[config.mk]
export PLATFORM = sky130hd
export DESIGN_NAME = gcd_engine
export DESIGN_NICKNAME = d
export VERILOG_FILES = /design/src/rtl/gcd_pkg.sv /design/src/rtl/gcd_step.sv /design/src/rtl/gcd_engine.sv
export SDC_FILE = /design/constraint.sdc
export NUM_CORES = 1
export LEC_CHECK = 0
export ABC_AREA = 1
export BUFFER_PORTS_ARGS = -buffer_cell sky130_fd_sc_hd__buf_4
export CORE_UTILIZATION = 47
export CTS_BUF_LIST = sky130_fd_sc_hd__clkbuf_4 sky130_fd_sc_hd__clkbuf_8
export CTS_CLUSTER_SIZE = 24
export DETAILED_ROUTE_END_ITERATION = 10
export PLACE_DENSITY = 0.67
export SYNTH_ARGS = -nofsm -noshare
export SYNTH_HDL_FRONTEND = slang
export SYNTH_SLANG_ARGS = --single-unit
[constraint.sdc]
create_clock -name clk -period 4.3 [get_ports clk]
set_input_delay 0 -clock clk [delete_from_list [all_inputs] [get_ports clk]]
set_output_delay 0 -clock clk [all_outputs]
set_load 0.01 [all_outputs]
[src/rtl/gcd_pkg.sv]
// Shared types and constants for the GCD engine.
package gcd_pkg;

  // Default operand and result width
  localparam int GCD_WIDTH = 8;

  // Controller states
  typedef enum logic [1:0] {
    IDLE = 2'd0,
    CALC = 2'd1,
    DONE = 2'd2
  } state_t;

endpackage

[src/rtl/gcd_step.sv]
// One step of subtractive Euclid as pure combinational logic.
// The checks run in priority order:
//   a == 0  -> done, result b
//   b == 0  -> done, result a
//   a == b  -> done, result a
//   a >  b  -> a - b
//   else    -> b - a
// The larger operand is always the minuend, so the WIDTH-bit unsigned
// difference never wraps.
import gcd_pkg::*;

module gcd_step #(
  parameter int WIDTH = GCD_WIDTH
) (
  input  logic [WIDTH-1:0] a,
  input  logic [WIDTH-1:0] b,
  output logic [WIDTH-1:0] a_next,
  output logic [WIDTH-1:0] b_next,
  output logic             done,
  output logic [WIDTH-1:0] result
);

  // Priority compare/subtract; operands pass through unchanged when done
  always_comb begin
    a_next = a;
    b_next = b;
    done   = 1'b0;
    result = '0;
    if (a == '0) begin
      done   = 1'b1;
      result = b;
    end else if (b == '0) begin
      done   = 1'b1;
      result = a;
    end else if (a == b) begin
      done   = 1'b1;
      result = a;
    end else if (a > b) begin
      a_next = a - b;
    end else begin
      b_next = b - a;
    end
  end

endmodule

[src/rtl/gcd_engine.sv]
// Sequential GCD engine.
// - Takes an operand pair over a valid/ready handshake.
// - Performs one Euclid step per clock.
// - Returns the result over a valid/ready handshake.
// Optional macro GCD_CYCLE_CNT_EN adds the cycles_out port, which reports
// the number of CALC cycles spent on the current result.
import gcd_pkg::*;

module gcd_engine #(
  parameter int WIDTH = GCD_WIDTH
) (
  input  logic             clk,
  input  logic             rst_n,
  input  logic             in_valid,
  output logic             in_ready,
  input  logic [WIDTH-1:0] a_in,
  input  logic [WIDTH-1:0] b_in,
  output logic             out_valid,
  input  logic             out_ready,
  output logic [WIDTH-1:0] gcd_out
`ifdef GCD_CYCLE_CNT_EN
  ,
  output logic [WIDTH-1:0] cycles_out
`endif
);

  state_t           state;
  state_t           state_next;
  logic [WIDTH-1:0] a_reg;
  logic [WIDTH-1:0] b_reg;
  logic [WIDTH-1:0] result_reg;
  logic [WIDTH-1:0] a_step;
  logic [WIDTH-1:0] b_step;
  logic [WIDTH-1:0] step_result;
  logic             step_done;
  logic             in_fire;
  logic             out_fire;
  logic             calc;

  gcd_step #(
    .WIDTH (WIDTH)
  ) u_step (
    .a      (a_reg),
    .b      (b_reg),
    .a_next (a_step),
    .b_next (b_step),
    .done   (step_done),
    .result (step_result)
  );

  // Handshake strobes and outputs decoded from state
  assign in_ready  = (state == IDLE);
  assign out_valid = (state == DONE);
  assign calc      = (state == CALC);
  assign in_fire   = in_valid && in_ready;
  assign out_fire  = out_valid && out_ready;
  assign gcd_out   = result_reg;

  // Next-state logic for IDLE -> CALC -> DONE -> IDLE
  always_comb begin
    state_next = state;
    case (state)
      IDLE:    if (in_fire)   state_next = CALC;
      CALC:    if (step_done) state_next = DONE;
      DONE:    if (out_fire)  state_next = IDLE;
      default: state_next = IDLE;
    endcase
  end

  // State register
  always_ff @(posedge clk or negedge rst_n) begin
    if (!rst_n) begin
      state <= IDLE;
    end else begin
      state <= state_next;
    end
  end

  // Operand registers: captured on accept, updated by each Euclid step
  always_ff @(posedge clk or negedge rst_n) begin
    if (!rst_n) begin
      a_reg <= '0;
      b_reg <= '0;
    end else if (in_fire) begin
      a_reg <= a_in;
      b_reg <= b_in;
    end else if (calc && !step_done) begin
      a_reg <= a_step;
      b_reg <= b_step;
    end
  end

  // Result register: loaded when CALC finishes, then kept until the next result
  always_ff @(posedge clk or negedge rst_n) begin
    if (!rst_n) begin
      result_reg <= '0;
    end else if (calc && step_done) begin
      result_reg <= step_result;
    end
  end

`ifdef GCD_CYCLE_CNT_EN
  logic [WIDTH-1:0] cycle_cnt;

  // CALC-cycle counter:
  // - clears on accept
  // - counts every CALC cycle, including the final one
  // - saturates at all-ones
  always_ff @(posedge clk or negedge rst_n) begin
    if (!rst_n) begin
      cycle_cnt <= '0;
    end else if (in_fire) begin
      cycle_cnt <= '0;
    end else if (calc && (cycle_cnt != '1)) begin
      cycle_cnt <= cycle_cnt + 1'b1;
    end
  end

  assign cycles_out = cycle_cnt;
`else
  // Cycle counting not built; no counter and no cycles_out port.
`endif

endmodule

Word level (Yosys, flattened, before mapping) --
Cells that the tools add are included.
Storage, ports and cells: word-level logic and storage cells 52, ROM bits 0, memory bits (writable) 0, input bits 20, register bits after elaboration 26, output and inout port bits 10, memories 0, latch bits 0
Cells by class: mux-type cells 22, add/sub/neg operators 2, reductions and logical operators 13, $mul 0, shift-type cells 0, div/mod/pow operators 0, order comparisons 1, equality and inequality tests 10, bitwise gates (word level) 0
Operator list (count):
- 8-bit two-way mux | 15
- 8-bit logical NOT | 2
- 8-bit subtractor | 2
- 2-bit != test, second input constant | 5
- 5-bit AND reduction | 2
- 8-bit == test | 1
- 8-bit greater-than comparator | 1
- 2-bit two-way mux | 3
- 2-bit one-hot mux with 3 select lines | 1
- 1-bit logical AND | 4
- 2-bit by 1-bit != test with 1-bit output, second input constant | 2
- 2-bit nonzero test | 2
- 1-bit two-way mux | 3
- 3-bit AND reduction | 1
- 2-bit by 1-bit == test with 1-bit output, second input constant | 1
- 2-bit == test, second input constant | 1
- 2-bit logical NOT | 1
- 1-bit logical NOT | 1

Longest topological paths before layout --
Gate-level depths: netlist of the first run.
depth in word-level cells 8, depth in mapped cells 14, mapped depth without buffers 14

Modules after synthesis --
Synthesis of the first run repeated with hierarchy kept, for this count alone.
Unflattened totals: cell total of the unflattened synthesis 415, area, all modules 2562.5 µm²
Modules (own cells, without submodules):
- gcd_engine | area an instance 1326.3 µm², instances 1, sequential area each 650.6 µm², cells an instance 179
- gcd_step | area an instance 1236.2 µm², instances 1, sequential area each 0.0 µm², cells an instance 236

Worst setup path before layout of the first run --
No wires, ideal clock.
kind register -> register, start register a_reg[0], end register a_reg[1], buffers on the path 0, data required time 4235 ps, period minus slack after synthesis 1802 ps, setup time 65 ps, arrival 1736 ps, stages on the path, launching flop included 15, setup slack 2498 ps, path through dfrtp_1 inv_2 ha_1 fa_1 inv_1 nand2_1 nand2_1 nand3_2 nand2_2 nand2_4 clkinv_4 nand2_8 nand2_8 nand2_1 nand2_1
Between the ends: cells in the longest elaborated chain, start to end 8
Ends and longest elaborated chain:
- start: declaration | line gcd_engine.sv:29 | logic [WIDTH-1:0] a_reg;
- start signal: assignment | line gcd_engine.sv:85 | a_reg <= a_in;
- start signal: assignment | line gcd_engine.sv:88 | a_reg <= a_step;
- branches (longest 8 deep; another with 8-bit subtractor)
Parallel ways; which one is timed is not known. The select of a mux whose other input is x is not followed. A chain may end at the register's enable or synchronous reset.

Worst setup path in the final report of the first run --
start register a_reg[0], end register b_reg[2]
Between the ends: cells in the longest elaborated chain, start to end 8
Ends and longest elaborated chain:
- branches (longest 8 deep; another with 8-bit subtractor)
- end signal: assignment | line gcd_engine.sv:86 | b_reg <= b_in;
- end signal: assignment | line gcd_engine.sv:89 | b_reg <= b_step;
- end: declaration | line gcd_engine.sv:30 | logic [WIDTH-1:0] b_reg;
Parallel ways; which one is timed is not known. The select of a mux whose other input is x is not followed.

==> metrics, run 1 <==
Placement Cell Area 2460 um^2; routability congestion estimate 0.817; Die Wd 70.9 um; Slowest-stage cell, CP fa_1; Slew @ Worst Pin 648 ps; Worst-Skew Late Latency 270 ps; failing checks DRC; Hold EP b_reg[0]; first-pass GRT wire length 8890 um; worst-case clock buffer depth 2; Setup Skew 3.69 ps; worst path required time 4460 ps; Antenna Cells 0; IO Pins 30; most used cell, CP nand2_1; chip height 70.9 um; reg2reg start a_reg[0]; Worst-path clk slew 80 ps; First DRT Iteration DRCs 106; post-DP HPWL 4040 um; capturing point of the worst reg2reg path b_reg[2]; Max Cap Viol 0; Area growth, synth to finish 13.5%; Reg2Reg Depth 13; sequential area share after synthesis 29.1%; f_max 490 MHz; Layout Utilization 57.0%; final worst path period need 2040 ps; synthesized area per cell 7.11 um^2; Root Buffer Master clkbuf_8; Mapped Cells 314; number of setup violations in the final report 0; Mapped Area 2230 um^2; pin count of the biggest net entering global routing 28; HP Class primary input to flip-flop; CTS H-tree lvls 1; Critical Path Max Stage Delay 420 ps; WS Path Type flip-flop to flip-flop; Reg2Reg Setup Slack 2260 ps; CP cell instances inv_2, ha_1, fa_1, inv_1, nand2_1, nand2_1, nand3_2, nand2_2, nand2_4, nand2_8, nand2_4, nand2_1, nand2_1; initial core utilization 50.2%; Worst setup EP type flip-flop; vias post-DR 1991; CTS tree yes; FF+latch count, synth 26; final net count 379; Slew HR 56.6%; Final Hold Viols 0; final cycle utilization of the critical path 47.4%; routed wire length 5090 um; all-layer global routing usage 22.5%; layout cell share with drive strength beyond 1 18.8%; crit start category flip-flop; hold_sp b_in[0]; Fin Setup TNS 0 ps; drt pass-1 iters 7; Post-Synthesis Net Count 351; dpl ws 2280 ps; final worst-path setup slack 2260 ps; I/O Buffers 29; Antenna Nets Post-Route 0; die area 5030 um^2; # DRC 4; CORE AREA 4440 um^2; Design Area, Final 2530 um^2; hold path cells 5; CP max FO 9; Ys Warns 0; FP Rows 24; status finished with violations; initial antenna violation count 0; unrepaired setup endpoints after global routing false; Critical Path AT 2200 ps; Final Max Slew Viols 0; clock sink count 26; GRT overflow 0; post-DR wirelength/cell 13.0 um; Synth cell types 32; vias in the first global route 1953; CTS buffer count 3; via density per instance 5.07
worst max-delay path by stage:
| stage | from | depth (start not counted) | end |
|---|---|---|---|
| final | a_reg[0] | 13 | b_reg[2] |
| after global routing | a_reg[0] | 13 | b_reg[1] |
| after CTS | a_reg[0] | 13 | b_reg[3] |
| after detailed placement | a_reg[0] | 13 | b_reg[1] |
| after global placement | a_reg[0] | 13 | b_reg[3] |
| after floorplan | a_reg[0] | 14 | a_reg[1] |
cell usage in the layout (no fill, tap or decap):
cell             n
dfrtp_1         26
nor2_1           9
fa_1             2
xnor2_1          2
nand2_8          3
nand2_4          6
a21oi_1          6
clkinv_4         1
inv_1           36
nand4_1          1
buf_4           29
o31ai_1          1
o2111ai_1        4
nor2_2           2
nor2_8           1
o21ai_1          3
nand3_2          1
inv_2            6
nor2_4           1
ha_1            15
nand3_4          1
clkbuf_8         4
or2_4            1
nand3_1         33
dlygate4sd3_1    2
xor2_1           4
a22oi_1          4
o21ai_0          8
o21ai_2          1
nand2_1        121
or2_2            1
nand2_2          6
worst max-delay path: cells and delay by family, from the launching register on:
| family | cells | cell delay, ps |
|---|---|---|
| buffers and inverters | 2 | 120 |
| adders and majority gates | 2 | 640 |
| and+or+nand+nor | 9 | 760 |
| DFF | 1 | 410 |
layer usage:
layer | vias to the layer above | global-route usage, % | share of wire (%)
met5 | - | 0 | 0
met4 | 0 | 3.33 | 0.96
met3 | 5 | 3.85 | 2.9
met2 | 34 | 39.1 | 49
met1 | 907 | 30.1 | 48
li1 | 1045 | - | -
cell families (layout without fill, tap and decap cells):
group                      Yosys count  after routing  share of synthesized area [%]
DFF                                 26             26                           29.1
and+or+nand+nor                    187            187                           40.8
AOI/OAI and AO/OA                   27             27                           7.46
buffers and inverters               51             78                           10.0
adders and majority gates           17             17                           10.2
xor gates and xnor gates             6              6                           2.35
cells in the mapped netlist:
library cell,instances,share of area (%)
nand3_1,33,7.4
buf_6,3,1.5
xnor2_1,2,0.78
a21oi_1,6,1.3
nand3_4,1,0.78
buf_2,4,0.90
o31ai_1,1,0.34
nand4_1,1,0.28
ha_1,15,8.4
nor2_2,2,0.56
dfrtp_1,26,29
o2111ai_1,4,1.6
clkbuf_1,1,0.17
fa_1,2,1.8
nor2_1,9,1.5
a22oi_1,4,1.3
inv_2,6,1.0
or2_4,1,0.39
o21ai_0,8,1.8
o21ai_2,1,0.39
nand2_8,3,2.7
nand2_2,6,1.7
o21ai_1,3,0.67
nor2_8,1,0.90
or2_2,1,0.28
nand2_4,6,3.0
xor2_1,4,1.6
nor2_4,1,0.50
inv_1,36,6.1
nand2_1,121,20
nand3_2,1,0.45
clkinv_4,1,0.39
metrics by stage:
step,cells,hold WS (ps)
6_report,393,22.1
5_1_grt,393,53.0
4_1_cts,393,25.7
3_5_place_dp,387,-73.3
3_3_place_gp,387,-71.1
2_1_floorplan,314,-296
final cells by class:
| class | instances | area (um^2) |
|---|---|---|
| repair buffers | 31 | 238 |
| fillers | 441 | 1910 |
| clock buffers | 4 | 55.1 |
| multi-input cells | 237 | 1360 |
| flip-flops and latches | 26 | 651 |
| well taps | 52 | 65.1 |
| inverters | 43 | 166 |
repair_timing:
action                                  CTS  global route
gates resized for setup                   0             0
hold buffers                              2             0
endpoints found under the setup margin    0             0
setup buffers                             0             0
endpoints found under the hold margin    27             0
Power of run 1 is not shown: default switching activity piles up to over one toggle a cycle in this logic, so the estimate is an artifact.
==> inputs of run 2 (changes only) <==
--- a/config.mk
+++ b/config.mk
@@ -5,13 +5,13 @@
 export SDC_FILE = /design/constraint.sdc
 export NUM_CORES = 1
 export LEC_CHECK = 0
-export ABC_AREA = 1
+export ABC_AREA = 0
 export BUFFER_PORTS_ARGS = -buffer_cell sky130_fd_sc_hd__buf_4
 export CORE_UTILIZATION = 47
 export CTS_BUF_LIST = sky130_fd_sc_hd__clkbuf_4 sky130_fd_sc_hd__clkbuf_8
 export CTS_CLUSTER_SIZE = 24
 export DETAILED_ROUTE_END_ITERATION = 10
-export PLACE_DENSITY = 0.67
+export PLACE_DENSITY = 0.68
 export SYNTH_ARGS = -nofsm -noshare
 export SYNTH_HDL_FRONTEND = slang
 export SYNTH_SLANG_ARGS = --single-unit
==> constraint.sdc (replaced) <==
create_clock -name clk -period 1.95 [get_ports clk]
set_input_delay 0 -clock clk [delete_from_list [all_inputs] [get_ports clk]]
set_output_delay 0 -clock clk [all_outputs]
set_load 0.01 [all_outputs]
==> run 2 against run 1 <==
The run ends with setup timing left. First-iteration DRC count rose by 94%. Flip-flop and latch count unchanged. Synthesized cell count shrank 28%. Register-to-register slack worse by 2600 ps. Non-clock buffer count grew 82. Utilization rose by 28 points. Cell count decreased by 3.1%. Critical endpoint is now a_reg[7]. Die area down 13%. Via count increased by 18%.
==> metrics, run 2 <==
status finished with violations; failing checks setup timing; synth cell count leaders 26 x dfrtp_1, 23 x nand2_1, 20 x inv_1, 20 x o21ai_0; placed cells 344 (-11%); routed wire length 7720 um (+51%); Mapped Area 1940 um^2 (-13%); Final Hold Viols 0 (unchanged); final cycle utilization of the critical path 117% (+69 points); CP cell instances ha_4, fa_2, nand2b_4, a211oi_4, nor3_4, or2_4, and3_4, a211o_1; CTS tree yes; vias post-DR 2346 (+18%); routability congestion estimate 0.876 (+7.2%); unrepaired setup endpoints after global routing true; CORE AREA 3800 um^2 (-15%); clock sink count 26 (unchanged); GRT overflow 0 (unchanged); sequential area share after synthesis 33.5% (+4.4 points); Root Buffer Master clkbuf_8; Design Area, Final 3230 um^2 (+28%); via density per instance 6.16 (+22%); initial core utilization 51.1% (+0.89 points); CTS H-tree lvls 1 (unchanged); Synth cell types 44 (+38%); Critical Path AT 2460 ps (+260 ps); WP buf/inv 0 (-2); drt pass-1 iters 5 (-2); most common cell after layout, fill and taps aside buf_4; top_reg_cell synth dfrtp_1; WS Path Type flip-flop to flip-flop; Max Cap Viol 0 (unchanged); worst-case clock buffer depth 2 (unchanged); Top delay family on crit path simple AND/OR/NAND/NOR gates; Slowest-stage cell, CP dfrtp_1; Post-Synthesis Net Count 264 (-25%); Critical Path Max Stage Delay 440 ps (+20 ps); die area 4390 um^2 (-13%); synthesized area per cell 8.55 um^2 (+20%); Ys Warns 0 (unchanged); post-DP HPWL 4100 um (+1.6%); I/O Buffers 29 (unchanged); initial antenna violation count 0 (unchanged); Worst-path clk slew 110 ps (+30 ps); top-count cell post-synth dfrtp_1; Area growth, synth to finish 66.4%; number of setup violations in the final report 19 (+19); fillcell total 208 (-53%); Slew HR 68.8% (+12 points); Slew @ Worst Pin 468 ps (-180 ps); crit start category flip-flop; Post-synth EDFFs 0 (unchanged); Worst-Skew Late Latency 290 ps (+20 ps); pin count of the biggest net entering global routing 27 (-3.6%); Worst setup EP type flip-flop; WHS 158 ps (+136 ps); FF+latch count, synth 26 (unchanged); largest area contributor in the netlist dfrtp_1; post-DR wirelength/cell 20.2 um (+56%); Final Max Slew Viols 0 (unchanged); Mapped Cells 227 (-28%); final net count 371 (-2.1%); largest cells by area after synthesis dfrtp_1 34%, ha_1 9.7%, o21ai_0 5.2%, nand2_1 4.4%, inv_1 3.9%; layout cell share with drive strength beyond 1 46.5% (+28 points); Layout Cells excl Fill 381 (-3.1%); First DRT Iteration DRCs 206 (+94%); FP Rows 22 (-8.3%); vias in the first global route 2214 (+13%); final worst-path setup slack -328 ps (-2590 ps); Setup Skew 11.3 ps (+7.64 ps); most frequent cells in the layout 89 x buf_4, 25 x dfrtp_1, 23 x nand2_1; HP Class primary input to async pin; CP max FO 5 (-4); final worst path period need 2280 ps (+238 ps); IO Pins 30 (unchanged); worst path required time 2130 ps (-2330 ps); CTS buffer count 3 (unchanged); Antenna Cells 0 (unchanged); chip height 66.3 um (-6.5%); all-layer global routing usage 34.1% (+12 points); f_max 439 MHz (-10%); # DRC 0 (-4); first-pass GRT wire length 10900 um (+23%); Antenna Nets Post-Route 0 (unchanged); share of the synthesized area in the top cell type 33.5% (+4.4 points); Post-synth ARST share 100% (unchanged); Placement Cell Area 2590 um^2 (+5.4%); Die Wd 66.3 um (-6.5%)
-- run 2: cell count changes after synthesis, sizes merged, moves of 5 or more --
cell,before,now
nand2,136,23
inv,42,20
nand3,35,15
o21ai,12,21
nor3,0,8
clkbuf,1,7
mux2i,0,5
-- run 2: cells by family after synthesis --
logic type,Yosys count,synth area share (%)
and+or+nand+nor,82,22.0
AOI/OAI and AO/OA,60,20.7
buffers and inverters,32,7.15
DFF,26,33.5
adders and majority gates,17,11.7
xor gates and xnor gates,5,2.26
muxes,5,2.58
-- run 2: final timing paths --
check                            from    endpoint  slack (ps)  cells past startpoint
min in group clk             in_valid    b_reg[6]         230                      4
max in group asynchronous       rst_n    b_reg[1]        1500                      2
min reg2reg                gcd_out[3]  gcd_out[3]         490                      2
min                             rst_n    state[1]         160                      2
max                          b_reg[0]    a_reg[7]        -330                      8
max reg2reg                  b_reg[0]    a_reg[7]        -330                      8
-- run 2: layout make-up --
| cell class | instances | area (um^2) | share of cell area [%] |
|---|---|---|---|
| repair buffers | 113 | 916 | 28.4 |
| clock buffers | 4 | 55.1 | 1.70 |
| multi-input cells | 170 | 1470 | 45.6 |
| well taps | 48 | 60.1 | 1.86 |
| inverters | 20 | 75.1 | 2.32 |
| flip-flops and latches | 26 | 652 | 20.2 |
-- run 2: what timing repair did --
item | CTS | global route
hold endpoints to repair | 43 | 0
cloned | 1 | 0
pin swaps | 13 | 13
endpoints found under the setup margin | 25 | 24
hold buffers | 18 | 0
setup buffers | 10 | 5
resized for setup | 34 | 28
-- run 2: layer usage --
metal	track usage [%]	share of wire (%)	vias to the layer above	routed length, um
met5	0	0	-	0
met4	14.6	3.7	0	287
met3	7.41	8.7	35	669
met2	56.6	47	160	3590
met1	42.1	41	1130	3170
li1	-	-	1021	-
-- run 2: through the flow --
stage / TNS [ps] / worst slack, ps / utilization, %
2_1_floorplan: -3660 / -394 / -
3_3_place_gp: -4710 / -352 / 68.2
3_5_place_dp: -6070 / -413 / 68.2
4_1_cts: -3160 / -251 / 81.0
5_1_grt: -5550 / -359 / 85.0
6_report: -4420 / -328 / 85.0
Power of run 2 is left out for the same reason.
==> inputs of run 3 (changes only) <==
--- a/config.mk
+++ b/config.mk
@@ -11,7 +11,9 @@
 export CTS_BUF_LIST = sky130_fd_sc_hd__clkbuf_4 sky130_fd_sc_hd__clkbuf_8
 export CTS_CLUSTER_SIZE = 24
 export DETAILED_ROUTE_END_ITERATION = 10
-export PLACE_DENSITY = 0.68
+export PLACE_DENSITY = 0.67
+export SKIP_CTS_REPAIR_TIMING = 1
 export SYNTH_ARGS = -nofsm -noshare
 export SYNTH_HDL_FRONTEND = slang
+export SYNTH_HIERARCHICAL = 1
 export SYNTH_SLANG_ARGS = --single-unit
==> run 3 against run 2 <==
The run still ends with setup timing left. Fmax shrank 6.7%. Register-to-register slack got worse by 160 ps. Clock-buffer cell count down 1. Via count is 1.1% lower. Critical path depth grew 2. Non-clock buffer count did not move. Worst hold slack lost 120 ps. Flip-flop and latch count unchanged. Setup slack lost 160 ps. Area after synthesis rose by 16%. Final area grew 6.6%. Highest routed layer unchanged.
==> metrics, run 3 <==
fillcell total 294 (+41%); most used cell, CP o22a_1; sequential area share after synthesis 28.9% (-4.6 points); FP Rows 24 (+9.1%); GRT overflow 0 (unchanged); HP Class primary input to flip-flop; via density per instance 5.96 (-3.1%); final worst-path setup slack -492 ps (-164 ps); largest area contributor in the netlist dfrtp_1; first-pass GRT wire length 10900 um (-0.50%); most common cell after layout, fill and taps aside buf_4; CTS H-tree lvls 1 (unchanged); Setup Skew 8.24 ps (-3.10 ps); die area 5080 um^2 (+16%); status finished with violations; f_max 410 MHz (-6.7%); post-DR wirelength/cell 18.5 um (-8.8%); Post-Synthesis Net Count 272 (+3.0%); CTS buffer count 3 (unchanged); share of the synthesized area in the top cell type 28.9% (-4.6 points); final cycle utilization of the critical path 125% (+8.4 points); Top delay family on crit path compound AO/OA/AOI/OAI gates; Post-synth EDFFs 0 (unchanged); dpl ws -503 ps (-89.7 ps); # DRC 0 (unchanged); Mapped Cells 235 (+3.5%); worst path required time 2130 ps (about the same); Mapped Area 2250 um^2 (+16%); First DRT Iteration DRCs 114 (-45%); Critical Path Max Stage Delay 420 ps (-20 ps); WS Path Type flip-flop to flip-flop; Synth cell types 52 (+18%); unrepaired setup endpoints after global routing true; Critical Path AT 2620 ps (+160 ps); pin count of the biggest net entering global routing 27 (unchanged); largest cells by area after synthesis dfrtp_1 29%, o22a_1 13%, ha_1 8.3%, mux2_2 4.5%, inv_1 3.3%; drt pass-1 iters 4 (-1); clock sink count 26 (unchanged); routed wire length 7190 um (-6.8%); Worst setup EP type flip-flop; synthesized area per cell 9.59 um^2 (+12%); Post-synth ARST share 100% (unchanged); IO Pins 30 (unchanged); chip height 71.2 um (+7.5%); Die Wd 71.2 um (+7.5%); WP buf/inv 1 (+1); crit start category flip-flop; final net count 375 (+1.1%); synth cell count leaders 33 x o22a_1, 26 x dfrtp_1, 20 x inv_1; Max Cap Viol 0 (unchanged); Slew HR 67.1% (-1.7 points); layout cell share with drive strength beyond 1 52.2% (+5.7 points); post-DP HPWL 5100 um (+24%); Slowest-stage cell, CP dfrtp_1; Slew @ Worst Pin 490 ps (+22.2 ps); initial antenna violation count 0 (unchanged); failing checks setup timing; Final Max Slew Viols 0 (unchanged); I/O Buffers 29 (unchanged); Ys Warns 6 (+6); CP cell instances inv_2, ha_4, fa_2, nand2b_4, a21o_1, a21oi_2, or3_4, mux2_4, o22a_1, o22a_1; FF+latch count, synth 26 (unchanged); final worst path period need 2440 ps (+164 ps); Final Hold Viols 0 (unchanged); top_reg_cell synth dfrtp_1; all-layer global routing usage 27.8% (-6.3 points); most frequent cells in the layout 104 x buf_4, 33 x o22a_1, 19 x dfrtp_1; initial core utilization 50.4% (-0.76 points); Area growth, synth to finish 52.9%; Worst-path clk slew 110 ps (about the same); Root Buffer Master clkbuf_8; Antenna Cells 0 (unchanged); CORE AREA 4470 um^2 (+18%); routability congestion estimate 0.883 (+0.78%); Worst-Skew Late Latency 290 ps (about the same); Antenna Nets Post-Route 0 (unchanged); CTS tree yes; Layout Utilization 77.0% (-8.1 points); vias in the first global route 2188 (-1.2%); vias post-DR 2320 (-1.1%); CP max FO 4 (-1); number of setup violations in the final report 25 (+6); worst-case clock buffer depth 2 (unchanged); top-count cell post-synth o22a_1
## run 3: changes by cell type after synthesis, sizes merged, moves of 4 or more
cell and delta:
nand3 -15, or3 +5, mux2 +11, o22a +33
a22o +8, o21ai -13, nand2 -15, o31ai +4
a22oi -8, buf +5
## run 3: final cells by class
| type | count | area [um^2] | share of cell area [%] |
|---|---|---|---|
| Clock inverter | 1 | 30.0 | 0.872 |
| Timing Repair Buffer | 113 | 888 | 25.8 |
| Tap cell | 52 | 65.1 | 1.89 |
| Clock buffer | 3 | 41.3 | 1.20 |
| Multi-Input combinational cell | 173 | 1680 | 48.8 |
| Inverter | 21 | 78.8 | 2.29 |
| Sequential cell | 26 | 659 | 19.1 |
## run 3: path summary, 6_finish.rpt
check	endpoint	startpoint	slack, ps	cells after the start
max	b_reg[1]	a_reg[0]	-490	10
min	a_reg[1]	a_in[1]	40	3
max reg2reg	b_reg[1]	a_reg[0]	-490	10
min reg2reg	gcd_out[7]	gcd_out[7]	520	1
max in group asynchronous	b_reg[5]	rst_n	1500	2
min in group asynchronous	b_reg[4]	rst_n	150	2
## run 3: cells by family (layout without fill, tap and decap cells)
group | Yosys count | after routing | synth area share, %
AO/OA/AOI/OAI | 87 | 87 | 31.1
XOR/XNOR | 3 | 3 | 1.17
adder cells (fa/ha/maj) | 17 | 17 | 10.1
buffers and inverters | 36 | 138 | 8.33
flip-flops | 26 | 26 | 28.9
multiplexers | 16 | 16 | 7.88
AND/OR/NAND/NOR | 50 | 50 | 12.5
## run 3: routing by layer
layer | track usage [%] | share of wire, % | vias to the layer above
li1 | - | - | 1095
met2 | 44.7 | 49 | 78
met5 | 0 | 0 | -
met1 | 39.7 | 44 | 1136
met4 | 7.33 | 1.6 | 0
met3 | 3.38 | 6.0 | 11
## run 3: stage by stage
step / instance area [um^2] / hold WS, ps / instances / TNS (ps)
floorplan: 2300 / -296 / 235 / -7220
global placement: 3010 / -56.7 / 374 / -9400
detailed placement: 3010 / -60.0 / 374 / -9790
CTS: 3080 / -379 / 378 / -10560
global route: 3440 / 54.6 / 389 / -10350
finish: 3440 / 40.2 / 389 / -8160
## run 3: worst min-delay path, stage by stage
cell and delay, ps:
buf_4 80, o22a_1 120, o22a_1 100
Power of run 3 is left out for the same reason.
